<file path="config.mk">
export PLATFORM = sky130hd
export DESIGN_NAME = logic_op_sequencer_flat
export DESIGN_NICKNAME = d
export VERILOG_FILES = /design/src/rtl/logic_op_sequencer_pkg.sv /design/src/rtl/logic_op_sequencer_if.sv /design/src/rtl/logic_op_sequencer_bit_logic_unit.sv /design/src/rtl/logic_op_sequencer.sv /design/src/flat_wrapper.sv
export SDC_FILE = /design/constraint.sdc
export NUM_CORES = 1
export LEC_CHECK = 0
export BUFFER_PORTS_ARGS = -buffer_cell sky130_fd_sc_hd__buf_4
export CORE_UTILIZATION = 30
export DETAILED_ROUTE_END_ITERATION = 10
export GPL_TIMING_DRIVEN = 0
export HOLD_SLACK_MARGIN = 0.1
export PLACE_DENSITY = 0.48
export SYNTH_ARGS = -nofsm -noshare
export SYNTH_HDL_FRONTEND = slang
export SYNTH_HIERARCHICAL = 1
export SYNTH_SLANG_ARGS = --single-unit
</file>
<file path="constraint.sdc">
create_clock -name clk -period 5.36 [get_ports clk]
set_input_delay 0.536 -clock clk [delete_from_list [all_inputs] [get_ports clk]]
set_output_delay 0.536 -clock clk [all_outputs]
set_load 0.02 [all_outputs]
</file>
<file path="src/rtl/logic_op_sequencer_pkg.sv">
// Shared definitions for the bit-serial logic-operation engine:
// opcode values, FSM state encoding and opcode legality check.
package logic_seq_pkg;

    localparam logic [2:0] OP_AND  = 3'd0;
    localparam logic [2:0] OP_OR   = 3'd1;
    localparam logic [2:0] OP_NOT  = 3'd2;
    localparam logic [2:0] OP_XOR  = 3'd3;
    localparam logic [2:0] OP_NAND = 3'd4;
    localparam logic [2:0] OP_NOR  = 3'd5;

    typedef enum logic [1:0] {
        ST_IDLE = 2'd0,
        ST_RUN  = 2'd1,
        ST_DONE = 2'd2
    } state_t;

    // Opcodes 6 and 7 are reserved and reported as errors.
    function automatic logic op_is_legal(input logic [2:0] op);
        return (op <= OP_NOR);
    endfunction

endpackage

</file>
<file path="src/rtl/logic_op_sequencer_if.sv">
// Request/response bundle between a command source (master) and the
// logic-operation engine (slave).
interface logic_op_sequencer_if #(
    parameter int WIDTH = 8
);
    logic             in_valid;
    logic             in_ready;
    logic [2:0]       in_op;
    logic [WIDTH-1:0] in_a;
    logic [WIDTH-1:0] in_b;
    logic             out_valid;
    logic             out_ready;
    logic [WIDTH-1:0] out_result;
    logic             out_err;
    logic             busy;

    modport master (
        output in_valid, in_op, in_a, in_b, out_ready,
        input  in_ready, out_valid, out_result, out_err, busy
    );

    modport slave (
        input  in_valid, in_op, in_a, in_b, out_ready,
        output in_ready, out_valid, out_result, out_err, busy
    );
endinterface

</file>
<file path="src/rtl/logic_op_sequencer_bit_logic_unit.sv">
// Single shared 1-bit logic unit: one instance of each 2-input gate
// primitive, with the opcode selecting which gate drives the output.
module bit_logic_unit
    import logic_seq_pkg::*;
(
    input  logic [2:0] op_i,
    input  logic       a_i,
    input  logic       b_i,
    output logic       y_o
);
    logic y_and;
    logic y_or;
    logic y_not;
    logic y_xor;
    logic y_nand;
    logic y_nor;

    and  u_and  (y_and,  a_i, b_i);
    or   u_or   (y_or,   a_i, b_i);
    not  u_not  (y_not,  a_i);
    xor  u_xor  (y_xor,  a_i, b_i);
    nand u_nand (y_nand, a_i, b_i);
    nor  u_nor  (y_nor,  a_i, b_i);

    // Opcode mux; reserved opcodes yield 0.
    always_comb begin
        y_o = 1'b0;
        case (op_i)
            OP_AND:  y_o = y_and;
            OP_OR:   y_o = y_or;
            OP_NOT:  y_o = y_not;
            OP_XOR:  y_o = y_xor;
            OP_NAND: y_o = y_nand;
            OP_NOR:  y_o = y_nor;
            default: y_o = 1'b0;
        endcase
    end
endmodule

</file>
<file path="src/rtl/logic_op_sequencer.sv">
// Bit-serial logic-operation engine. Accepts one request at a time,
// evaluates one result bit per cycle (LSB first) through a single
// shared bit_logic_unit and presents the result until it is consumed.
// Every output is driven straight from a register.
module logic_op_sequencer
    import logic_seq_pkg::*;
#(
    parameter int WIDTH = 8
) (
    input logic                  clk,
    input logic                  rst_n,
    logic_op_sequencer_if.slave  bus
);
    localparam int CNT_W = $clog2(WIDTH);
    localparam logic [CNT_W-1:0] IDX_LAST = CNT_W'(WIDTH - 1);

    state_t           state_q;
    logic [CNT_W-1:0] idx_q;
    logic [WIDTH-1:0] a_q;
    logic [WIDTH-1:0] b_q;
    logic [2:0]       op_q;
    logic [WIDTH-1:0] result_q;
    logic             err_q;
    logic             in_ready_q;
    logic             out_valid_q;
    logic             busy_q;
    logic             res_bit_d;

    bit_logic_unit u_unit (
        .op_i (op_q),
        .a_i  (a_q[idx_q]),
        .b_i  (b_q[idx_q]),
        .y_o  (res_bit_d)
    );

    // Control FSM, index counter, operand latches and result shift-in.
    always_ff @(posedge clk) begin
        if (!rst_n) begin
            state_q     <= ST_IDLE;
            idx_q       <= '0;
            a_q         <= '0;
            b_q         <= '0;
            op_q        <= '0;
            result_q    <= '0;
            err_q       <= 1'b0;
            in_ready_q  <= 1'b1;
            out_valid_q <= 1'b0;
            busy_q      <= 1'b0;
        end else begin
            case (state_q)
                ST_IDLE: begin
                    if (bus.in_valid && in_ready_q) begin
                        a_q        <= bus.in_a;
                        b_q        <= bus.in_b;
                        op_q       <= bus.in_op;
                        result_q   <= '0;
                        idx_q      <= '0;
                        in_ready_q <= 1'b0;
                        busy_q     <= 1'b1;
                        if (op_is_legal(bus.in_op)) begin
                            err_q   <= 1'b0;
                            state_q <= ST_RUN;
                        end else begin
                            // Reserved opcode: skip evaluation, report at once.
                            err_q       <= 1'b1;
                            out_valid_q <= 1'b1;
                            state_q     <= ST_DONE;
                        end
                    end
                end
                ST_RUN: begin
                    result_q[idx_q] <= res_bit_d;
                    if (idx_q == IDX_LAST) begin
                        idx_q       <= '0;
                        out_valid_q <= 1'b1;
                        state_q     <= ST_DONE;
                    end else begin
                        idx_q <= idx_q + CNT_W'(1);
                    end
                end
                ST_DONE: begin
                    // Ready returns only after this edge, so no accept can
                    // coincide with the output handshake.
                    if (bus.out_ready) begin
                        out_valid_q <= 1'b0;
                        in_ready_q  <= 1'b1;
                        busy_q      <= 1'b0;
                        state_q     <= ST_IDLE;
                    end
                end
                default: begin
                    state_q     <= ST_IDLE;
                    in_ready_q  <= 1'b1;
                    out_valid_q <= 1'b0;
                    busy_q      <= 1'b0;
                end
            endcase
        end
    end

    assign bus.in_ready   = in_ready_q;
    assign bus.out_valid  = out_valid_q;
    assign bus.out_result = result_q;
    assign bus.out_err    = err_q;
    assign bus.busy       = busy_q;
endmodule

</file>
<file path="src/flat_wrapper.sv">
// flat-port wrapper written by rule: the top's interface ports become plain ports
module logic_op_sequencer_flat import logic_seq_pkg::*;
#(
    parameter int WIDTH = 8
)
  (clk, rst_n, bus_in_valid, bus_in_op, bus_in_a, bus_in_b, bus_out_ready, bus_in_ready, bus_out_valid, bus_out_result, bus_out_err, bus_busy);
  logic_op_sequencer_if #(.WIDTH(WIDTH)) bus_i ();
  input logic clk;
  input logic rst_n;
  input wire logic [$bits(bus_i.in_valid)-1:0] bus_in_valid;
  input wire logic [$bits(bus_i.in_op)-1:0] bus_in_op;
  input wire logic [$bits(bus_i.in_a)-1:0] bus_in_a;
  input wire logic [$bits(bus_i.in_b)-1:0] bus_in_b;
  input wire logic [$bits(bus_i.out_ready)-1:0] bus_out_ready;
  output wire logic [$bits(bus_i.in_ready)-1:0] bus_in_ready;
  output wire logic [$bits(bus_i.out_valid)-1:0] bus_out_valid;
  output wire logic [$bits(bus_i.out_result)-1:0] bus_out_result;
  output wire logic [$bits(bus_i.out_err)-1:0] bus_out_err;
  output wire logic [$bits(bus_i.busy)-1:0] bus_busy;
  assign bus_i.in_valid = bus_in_valid;
  assign bus_i.in_op = bus_in_op;
  assign bus_i.in_a = bus_in_a;
  assign bus_i.in_b = bus_in_b;
  assign bus_i.out_ready = bus_out_ready;
  assign bus_in_ready = bus_i.in_ready;
  assign bus_out_valid = bus_i.out_valid;
  assign bus_out_result = bus_i.out_result;
  assign bus_out_err = bus_i.out_err;
  assign bus_busy = bus_i.busy;
  logic_op_sequencer #(.WIDTH(WIDTH)) u_core (.clk(clk), .rst_n(rst_n), .bus(bus_i));
endmodule
</file>
# Yosys cells after proc, flatten, opt, wreduce, memory -nomap -nowiden
# Cells that the tools add are included.
# classes
add_sub_neg	1
order_cmp	3
eq_ne	12
muxes	29
n_bitwise	7
reduce_logical	10
# ops
cell	n
case mux 8 bit (2 select lines)	1
two-way mux 1 bit	11
== test 3 bit, second input constant	3
case mux 1 bit (3 select lines)	3
bitwise mux 8 bit	1
two-way mux 2 bit	4
two-way mux 8 bit	1
binary-select mux 1 bit (select 3 bit)	2
== test 3 x 2 -> 1 bit, second input constant	2
two-way mux 3 bit	2
case mux 1 bit (6 select lines)	1
case mux 2 bit (3 select lines)	1
case mux 3 bit (2 select lines)	1
AND reduction 3 bit	2
< comparator 3 x 4 -> 1 bit, second input constant	1
inequality test 2 x 1 -> 1 bit, second input constant	2
inequality test 2 bit, second input constant	2
inverter 1 bit	4
AND reduction 2 bit	2
AND reduction 4 bit	1
adder 3 x 1 -> 3 bit, second input constant	1
demux 1 bit (select 3 bit)	1
== test 3 x 1 -> 1 bit, second input constant	1
>= comparator 3 x 1 -> 1 bit, second input constant	1
10 further kinds	11
# word_totals
ff_bits	36
input_bits	23
out_inout_bits	12
wordCells	72

# Logic depth before layout (Yosys ltp)
# Gate-level depths: netlist (run 1).
# logic_depth
ltp_word	7
depth_mapped	10
depth_no_buf	9

# Cells and area by module
# Netlist (run 1), hierarchy kept.
# by_module_without_submodules
module	n_inst	cells_per_inst	area_per_inst_um2	seq_area_each_um2
logic_op_sequencer	1	177	1647.8	720.7
bit_logic_unit	1	13	95.1	0.0

# Worst setup path after synthesis (run 1)
# Ideal clock, no wire load.
# synth_timing
path_type	register -> register
startpoint	register u_core.idx_q[0]
endpoint	register u_core.result_q[7], in the netlist u_core/bus.out_result[7]
setup_ns	0.126
t_arrival_ns	2.238
required_ns	5.234
setup_slack_ns	2.996
stages_incl_launch_ff	11
n_path_buf	1
period_less_slack_ns	2.364
path_cell_list	dfxtp_1 buf_6 mux4_1 mux2_2 inv_1 ha_1 nand2_1 a21oi_1 or3b_1 nand2_1 o31ai_1
# synth_between
elab_chain_cells	7
word_cells_on_any_way	18
classes_between	order compare (2); mux (9); bitwise (6); reduce/logical (1)
# synth_lines
item	line_no	rtl
from (decl)	logic_op_sequencer.sv:18	logic [CNT_W-1:0] idx_q;
from (signal assigned)	logic_op_sequencer.sv:78	idx_q <= idx_q + CNT_W'(1);
binary-select mux 1 bit (select 3 bit), on equally long branches	logic_op_sequencer.sv:31, logic_op_sequencer.sv:32	
two-way mux 1 bit, on equally long branches	logic_op_sequencer.sv:31, logic_op_sequencer.sv:32	
bitwise OR 1 bit or AND 1 bit (tied branches)	n/a	
inverter 1 bit, on equally long branches	logic_op_sequencer_bit_logic_unit.sv:23, logic_op_sequencer_bit_logic_unit.sv:22	
case mux 1 bit (6 select lines) *	logic_op_sequencer_bit_logic_unit.sv:28	case (op_i)
net u_core.res_bit_d	logic_op_sequencer.sv:27	logic res_bit_d;
bitwise mux 8 bit *	logic_op_sequencer.sv:72	result_q[idx_q] <= res_bit_d;
case mux 8 bit (2 select lines) *	logic_op_sequencer.sv:50	case (state_q)
to (signal, indexed assignment)	logic_op_sequencer.sv:72	
to (decl)	logic_op_sequencer.sv:22	logic [WIDTH-1:0] result_q;
# The timed path passes the listed nets; every way through them passes the cells marked *. The select of a mux whose other input is x is not followed.
# A chain may end at the register's enable or synchronous reset.

# Worst setup path in the final report (run 1)
# layout_timing
startpoint	register u_core.idx_q[1]
endpoint	register u_core.result_q[5], in the netlist u_core/bus.out_result[5]
# Same word-level chain as after synthesis.

==> flow_summary_export.csv, run 1 <==
group,metric,value,unit
outcome,status,"complete, no violations",
floorplan,fp.dieH,78.2,um
route,drtAntennaViolNets,0,
worst_setup_path,required,5.52,ns
pwr,ir_drop,0.134,mV
sta,setup_viol,0,
worst_setup_path,path_common_cell,"nand2_1",
global_routing,grtUsageTotal,0.145,
worst_setup_path,timing.rr.start,"u_core/idx_q[1]",
final_layout,drive_above_1_share,0.238,
synth,synth_top_area_cell,"dfxtp_1",
final_layout,layout.nets,257,
worst_setup_path,reg2reg_slack,2.59,ns
place,place_hpwl,2780,um
sta,slew_headroom,0.687,
floorplan,core.rowCount,27,
clock_network,post_cts_buffers,0,
synth,syn-num-nets,217,
worst_setup_path,path_max_fanout,10,
clock_network,numCtsBuffers,5,
place,gp_congestion,0.765,
sta,drv_slew,0,
floorplan,io_pins,35,
sta,max_freq,0.361,GHz
place,placed_area,2080,um^2
sta,tightest_slew,0.469,ns
floorplan,core,5540,um^2
route,vias,1421,
sta,hold_viol_final,0,
worst_setup_path,arrival,2.93,ns
global_routing,grt_overflow,0,
worst_setup_path,start_kind,"flop",
sta,finalSetupTns,0,ns
worst_setup_path,cp_slowest_cell,"dfxtp_1",
synth,synth.avg_cell_area,9.17,um^2
place,io_buffer_count,33,
final_layout,mostFrequentLayoutCells,"nand2_1, dfxtp_1, buf_4",
pwr,p_leak,0.000884,uW
floorplan,die_area,6120,um^2
synth,synth.distinct_cells,36,
clock_network,clockBufferDepth,2,
sta,period_share,0.517,
clock_network,cts_resized,0,
min_path,worstHoldStart,"u_core/a_q[3]",
sta,timing.final.crit_period,2.77,ns
global_routing,grt_pass1_wl,6870,um
route,avgViaCountPerCell,4.69,
synth,synth_top_area_share,0.413,
clock_network,clock_latency,0.29,ns
job,drv_cap,0,
worst_setup_path,crit-reg2reg-capture,"u_core/bus.out_result[5]",
global_routing,grt_max_degree,12,
worst_setup_path,crit_chain,"clkbuf_1 > mux4_1 > mux2_2 > inv_1 > ha_1 > nand2_1 > a21oi_1 > or3b_1 > nand2_1 > mux2i_1",
final_layout,fin_area,2170,um^2
place,dp.cells,295,
route,dr.pass1.iters,4,
clock_network,cts_tree,"built",
sta,fin_worst_skew,0.00861,ns
clock_network,clkSinkCount,36,
clock_network,cts_hold_buf,0,
worst_setup_path,max_stage_delay,0.45,ns
worst_setup_path,path_class,"reg -> reg",
pwr,power.density,271,nW/um^2
final_layout,syn_to_final_growth,24.8,%
sta,rsz0062_at_grt,"false",
route,wl_per_cell,12.9,um
min_path,whs_path_depth,2,
worst_setup_path,r2r_cells,10,
synth,synth_warnings,6,
final_layout,fin_cells,303,
global_routing,first_global_vias,1491,
clock_network,clkSlewWorstSetupHoldPaths,0.08,ns
route,drc,0,
global_routing,antenna_found_initial,0,
synth,netlist_instances,190,
floorplan,start_util,0.315,
clock_network,htree_levels,2,
route,first_iter_violations,35,
final_layout,layout_commonest_cell,"nand2_1",
min_path,min_path_type,"reg -> reg",
route,routed_wl,3900,um
clock_network,cts-root-buf,"clkbuf_8",
synth,synth_area_leaders,"dfxtp_1, nand2_1, a21boi_0",
final_layout,diodes,0,
synth,yosysSeqAreaShare,0.413,
min_path,whs_endpoint,"u_core/a_q[3]",
synth,syn_area,1740,um^2
floorplan,die_w,78.2,um
worst_setup_path,endpoint_kind,"flop",
synth,synth_seq_cells,36,
cells in the mapped netlist:
master	number
buf_6	2
mux4_1	4
nor2_1	1
or3b_1	1
nand2b_1	3
o31a_1	1
a21boi_0	22
nand4b_1	2
o21ai_0	5
clkbuf_1	5
o2111ai_1	1
nand3b_1	3
or2_2	1
nand2b_2	1
mux2_2	2
or4b_1	1
o211ai_1	1
nor2b_1	2
or3b_2	1
a21oi_1	4
nor3b_1	4
and4bb_2	1
nand4bb_1	2
o31ai_1	1
or2b_1	1
a21boi_1	1
a211oi_1	1
inv_1	2
nor3_1	1
nand2_1	48
nand3_1	10
mux2i_1	7
ha_1	4
buf_2	7
a21o_1	1
dfxtp_1	36
area by class of cell:
class	count	area (um^2)
Timing Repair Buffer	33	248
Tap cell	72	90.1
Clock buffer	7	86.3
Buffer	14	76.3
Clock inverter	1	7.51
Sequential cell	36	721
Inverter	2	7.51
Fill cell	607	3370
Multi-Input combinational cell	138	938
power by group:
| group | leakage [uW] | internal (uW) | switching [uW] |
|---|---|---|---|
| clock network | 0.0000445 | 104 | 98.4 |
| registers | 0.000294 | 283 | 9.61 |
| logic | 0.000546 | 45.5 | 49.7 |
layer usage:
metal  global-route usage  vias to the layer above  part of all wire
li1                     -                      746                 -
met1                0.184                      643              0.49
met2                0.231                       27              0.45
met3               0.0407                        5             0.042
met4               0.0556                        0             0.015
met5                    0                        -                 0
critical path: cells and delay by family, from the launching register on:
family,cells,cell delay [ns]
AO/OA/AOI/OAI,1,0.06
adder cells (fa/ha/maj),1,0.22
multiplexers,3,0.79
buffers and inverters,2,0.43
AND/OR/NAND/NOR,3,0.69
flip-flops,1,0.45
worst max path at each step:
stage	start	endpoint	slack, ns	cells past startpoint
3_3_place_gp	u_core/idx_q[1]	u_core/bus.out_result[5]	2.57	10
5_1_grt	u_core/idx_q[1]	u_core/bus.out_result[5]	2.37	10
4_1_cts	u_core/idx_q[1]	u_core/bus.out_result[5]	2.57	10
3_5_place_dp	u_core/idx_q[1]	u_core/bus.out_result[5]	2.57	10
2_1_floorplan	u_core/idx_q[0]	u_core/bus.out_result[7]	3.00	10
6_report	u_core/idx_q[1]	u_core/bus.out_result[5]	2.59	10
stage by stage:
stage	setup WS [ns]	hold WS (ns)	total power, uW	utilization
global placement	2.57	0.453	395	0.376
CTS	2.57	0.467	601	0.393
global route	2.37	0.482	626	0.393
floorplan	3.00	0.439	359	-
finish	2.59	0.463	590	0.393
detailed placement	2.57	0.457	396	0.376
logic make-up (layout without fill, tap and decap cells):
family          Yosys count  after routing  share of synthesized area
compound gates           38             38                      0.152
fa+ha+maj                 4              4                     0.0287
buf+inv                  16             57                     0.0481
mux                      13             13                      0.113
simple gates             83             83                      0.244
flops                    36             36                      0.413
registers in the layout, indices dropped and copies added, names as in the netlist:
name / flops
u_core/a_q: 8
u_core/b_q: 8
u_core/bus.out_result: 8
u_core/idx_q: 3
u_core/op_q: 3
u_core/state_q: 2
u_core/bus.busy: 1
u_core/bus.in_ready: 1
u_core/bus.out_err: 1
u_core/bus.out_valid: 1
Note: power is estimated with default switching activity, not from simulation.
==> run 2, diff against run 1 <==
Settings changed: ABC_AREA set to 1, PLACE_DENSITY 0.48 to 0.49.
Clock period 5.36 ns to 2.2 ns, I/O delays scaled along.
==> run 2 against run 1 <==
- non-clock buffer count is 4 higher
- combinational power grew to 6.5 times the previous value
- area after synthesis is 1.9% higher
- worst setup slack worse by 2.4 ns
- cell count is 26% higher
- cell area is 8.0% higher
- maximum frequency is 35% higher
- core utilization is 2.6 points higher
- total power grew to 3.3 times the previous value
- synthesized cell count is 38% higher
- critical endpoint is now u_core/bus.out_result[1]
- largest cell class unchanged
- largest power group unchanged
- highest routed layer unchanged
==> flow_summary_export.csv, run 2 <==
group,metric,value,unit
floorplan,die_area,6230,um^2
clock_network,cts-root-buf,"clkbuf_8",
global_routing,grt-busiest-layer,"met2",
synth,synth_compound_area_frac,0.125,
final_layout,fin_cells,383,
worst_setup_path,crit_chain,"inv_4 > buf_6 > nand2_1 > a21oi_1 > o21ai_1 > nand2_1 > buf_4 > ha_1 > nand2_2 > nand3_1 > nand3_2 > nand2_2 > inv_2 > nor2_4 > inv_2 > nand3_1 > nand2_1 > nor2_1",
outcome,status,"complete, no violations",
worst_setup_path,timing.rr.start,"u_core/idx_q[0]",
final_layout,fin_area,2350,um^2
min_path,whs_endpoint,"u_core/b_q[3]",
worst_setup_path,required,2.39,ns
pwr,power.density,828,nW/um^2
worst_setup_path,reg2reg_slack,0.14,ns
synth,synth_warnings,6,
global_routing,grt_overflow,0,
sta,fin_worst_skew,0.00491,ns
place,gp_congestion,0.813,
worst_setup_path,max_stage_delay,0.40,ns
sta,timing.final.crit_period,2.06,ns
place,io_buffer_count,34,
synth,syn_area,1780,um^2
synth,synth_area_leaders,"dfxtp_1, nand2_1, nor2_1",
floorplan,die_w,78.9,um
place,dp.cells,369,
synth,async_flop_share,0,
sta,max_freq,0.486,GHz
route,first_iter_violations,62,
place,dp_slack,-0.146,ns
pwr,p_sw_frac,0.339,
synth,yosysMostFrequentCell,"nand2_1",
min_path,whs_path_depth,3,
worst_setup_path,path_common_cell,"nand2_1",
route,drc,0,
worst_setup_path,arrival,2.25,ns
route,wl_per_cell,11.9,um
global_routing,grtUsageTotal,0.155,
worst_setup_path,path_max_fanout,6,
pwr,ir_drop,0.260,mV
final_layout,syn_to_final_growth,32.3,%
synth,ys_top_cells_by_count,"nand2_1, nor2_1, dfxtp_1",
pwr,power.switching,660,uW
synth,synthSimpleGateAreaFrac,0.350,
sta,slew_headroom,0.764,
worst_setup_path,endpoint_kind,"flop",
place,placed_area,2120,um^2
final_layout,layout_commonest_cell,"nand2_1",
clock_network,clockBufferDepth,2,
clock_network,clkSinkCount,36,
synth,synth_top_area_cell,"dfxtp_1",
synth,synth.avg_cell_area,6.75,um^2
synth,synth-xor-area-share,0,
final_layout,layout.nets,338,
floorplan,start_util,0.317,
pwr,p_seq_frac,0.419,
synth,synth-edff-count,0,
synth,synth_seq_cells,36,
final_layout,diodes,0,
global_routing,first_global_vias,1558,
sta,period_share,0.936,
synth,synth_top_family_by_area,"simple AND/OR/NAND/NOR gates",
synth,yosysSeqAreaShare,0.406,
floorplan,core,5610,um^2
clock_network,numCtsBuffers,5,
route,routed_wl,4570,um
global_routing,grt_max_degree,11,
sta,setup_viol,0,
final_layout,mostFrequentLayoutCells,"nand2_1, nor2_1, buf_4",
synth,synth.area.mux_share,0,
floorplan,core.rowCount,27,
global_routing,use_met3,0.0356,
synth,synth.distinct_cells,27,
route,avgViaCountPerCell,4.55,
pwr,pwr-share-comb,0.316,
floorplan,io_pins,35,
sta,layout_setup_ws,0.142,ns
final_layout,drive_above_1_share,0.283,
clock_network,cts_tree,"built",
clock_network,clock_latency,0.29,ns
worst_setup_path,cp_slowest_cell,"dfxtp_4",
worst_setup_path,start_kind,"flop",
global_routing,antenna_found_initial,0,
sta,hold_viol_final,0,
sta,drv_slew,0,
route,dr.pass1.iters,4,
worst_setup_path,path_class,"reg -> reg",
pwr,p_int,1290,uW
synth,synth_top_area_share,0.406,
synth,syn-num-nets,290,
synth,synthAdderAreaFrac,0.0282,
synth,synthFlopType,"dfxtp_1",
pwr,p_total,1940,uW
global_routing,grt_pass1_wl,7380,um
global_routing,use_met1,0.215,
global_routing,met2_usage,0.230,
floorplan,fp.dieH,78.9,um
clock_network,clkSlewWorstSetupHoldPaths,0.07,ns
route,drtAntennaViolNets,0,
sta,finalSetupTns,0,ns
synth,netlist_instances,263,
final_layout,fillers,618,
worst_setup_path,crit-reg2reg-capture,"u_core/bus.out_result[1]",
route,vias,1741,
place,place_hpwl,3090,um
worst_setup_path,startpoint,"u_core/idx_q[0]",
worst_setup_path,r2r_cells,18,
clock_network,htree_levels,2,
job,drv_cap,0,
pwr,p_leak,0.00107,uW
pwr,p_clk_frac,0.265,
min_path,worstHoldStart,"bus_in_b[3]",
sta,tightest_slew,0.354,ns
min_path,min_path_type,"in -> reg",
## run 2: cell types whose count changed after synthesis, moves of 6 or more
cell,delta
nor2_1,+56
a21boi_0,-22
o21ai_0,+17
inv_1,+14
nand2_1,+14
a21oi_1,+13
mux2i_1,-7
inv_2,+6
## run 2: kinds of logic (layout without fill, tap and decap cells)
group                      Yosys count  after routing
buffers and inverters               33             81
DFF                                 36             36
adders and majority gates            4              4
AOI/OAI and AO/OA                   43             43
and+or+nand+nor                    147            147
## run 2: critical path, delay by kind of cell (launching register included)
| kind | cells | cell delay [ns] |
|---|---|---|
| simple gates | 10 | 0.68 |
| fa+ha+maj | 1 | 0.18 |
| flops | 1 | 0.40 |
| buf+inv | 5 | 0.50 |
| compound gates | 2 | 0.19 |
## run 2: worst max path at each step
stage,slack [ns],end,depth (start not counted)
2_1_floorplan,0.19,u_core/bus.out_result[3],17
3_3_place_gp,-0.14,u_core/bus.out_result[3],17
3_5_place_dp,-0.15,u_core/bus.out_result[3],17
4_1_cts,0.005,u_core/bus.out_result[3],18
5_1_grt,-0.01,u_core/bus.out_result[0],19
6_report,0.14,u_core/bus.out_result[1],18
## run 2: metrics by stage
step	util	hold slack, ns
after floorplan	-	0.355
after global placement	0.378	0.442
after detailed placement	0.378	0.447
after CTS	0.397	0.147
after global routing	0.419	0.152
final	0.419	0.148
## run 2: cell type report
class                   instances  area [um^2]  share of cell area
plain buffers                  10         83.8              0.0357
clock buffers                   7         96.3              0.0410
inverters                      23         88.8              0.0378
multi-input cells             194          953               0.406
flip-flops and latches         36          724               0.308
well taps                      72         90.1              0.0384
repair buffers                 41          312               0.133
## run 2: what timing repair did
item                                    CTS  global route
gates cloned                              0             1
endpoints found under the setup margin    5             8
pin swaps                                 0            15
buffers inserted                          0             6
hold buffers                              0             0
resized for setup                         4            24
## run 2: power groups by stage
| stage | registers, uW | logic [uW] | clock network [uW] |
|---|---|---|---|
| after floorplan | 835 | 354 | 0 |
| after global placement | 824 | 530 | 0 |
| after detailed placement | 824 | 533 | 0 |
| after CTS | 811 | 541 | 535 |
| after global routing | 829 | 690 | 566 |
| final | 816 | 615 | 515 |
## run 2: layer usage
layer,share of wire,vias to the layer above
met4,0.012,0
met3,0.040,4
met2,0.43,34
met5,0,-
met1,0.51,769
li1,-,934
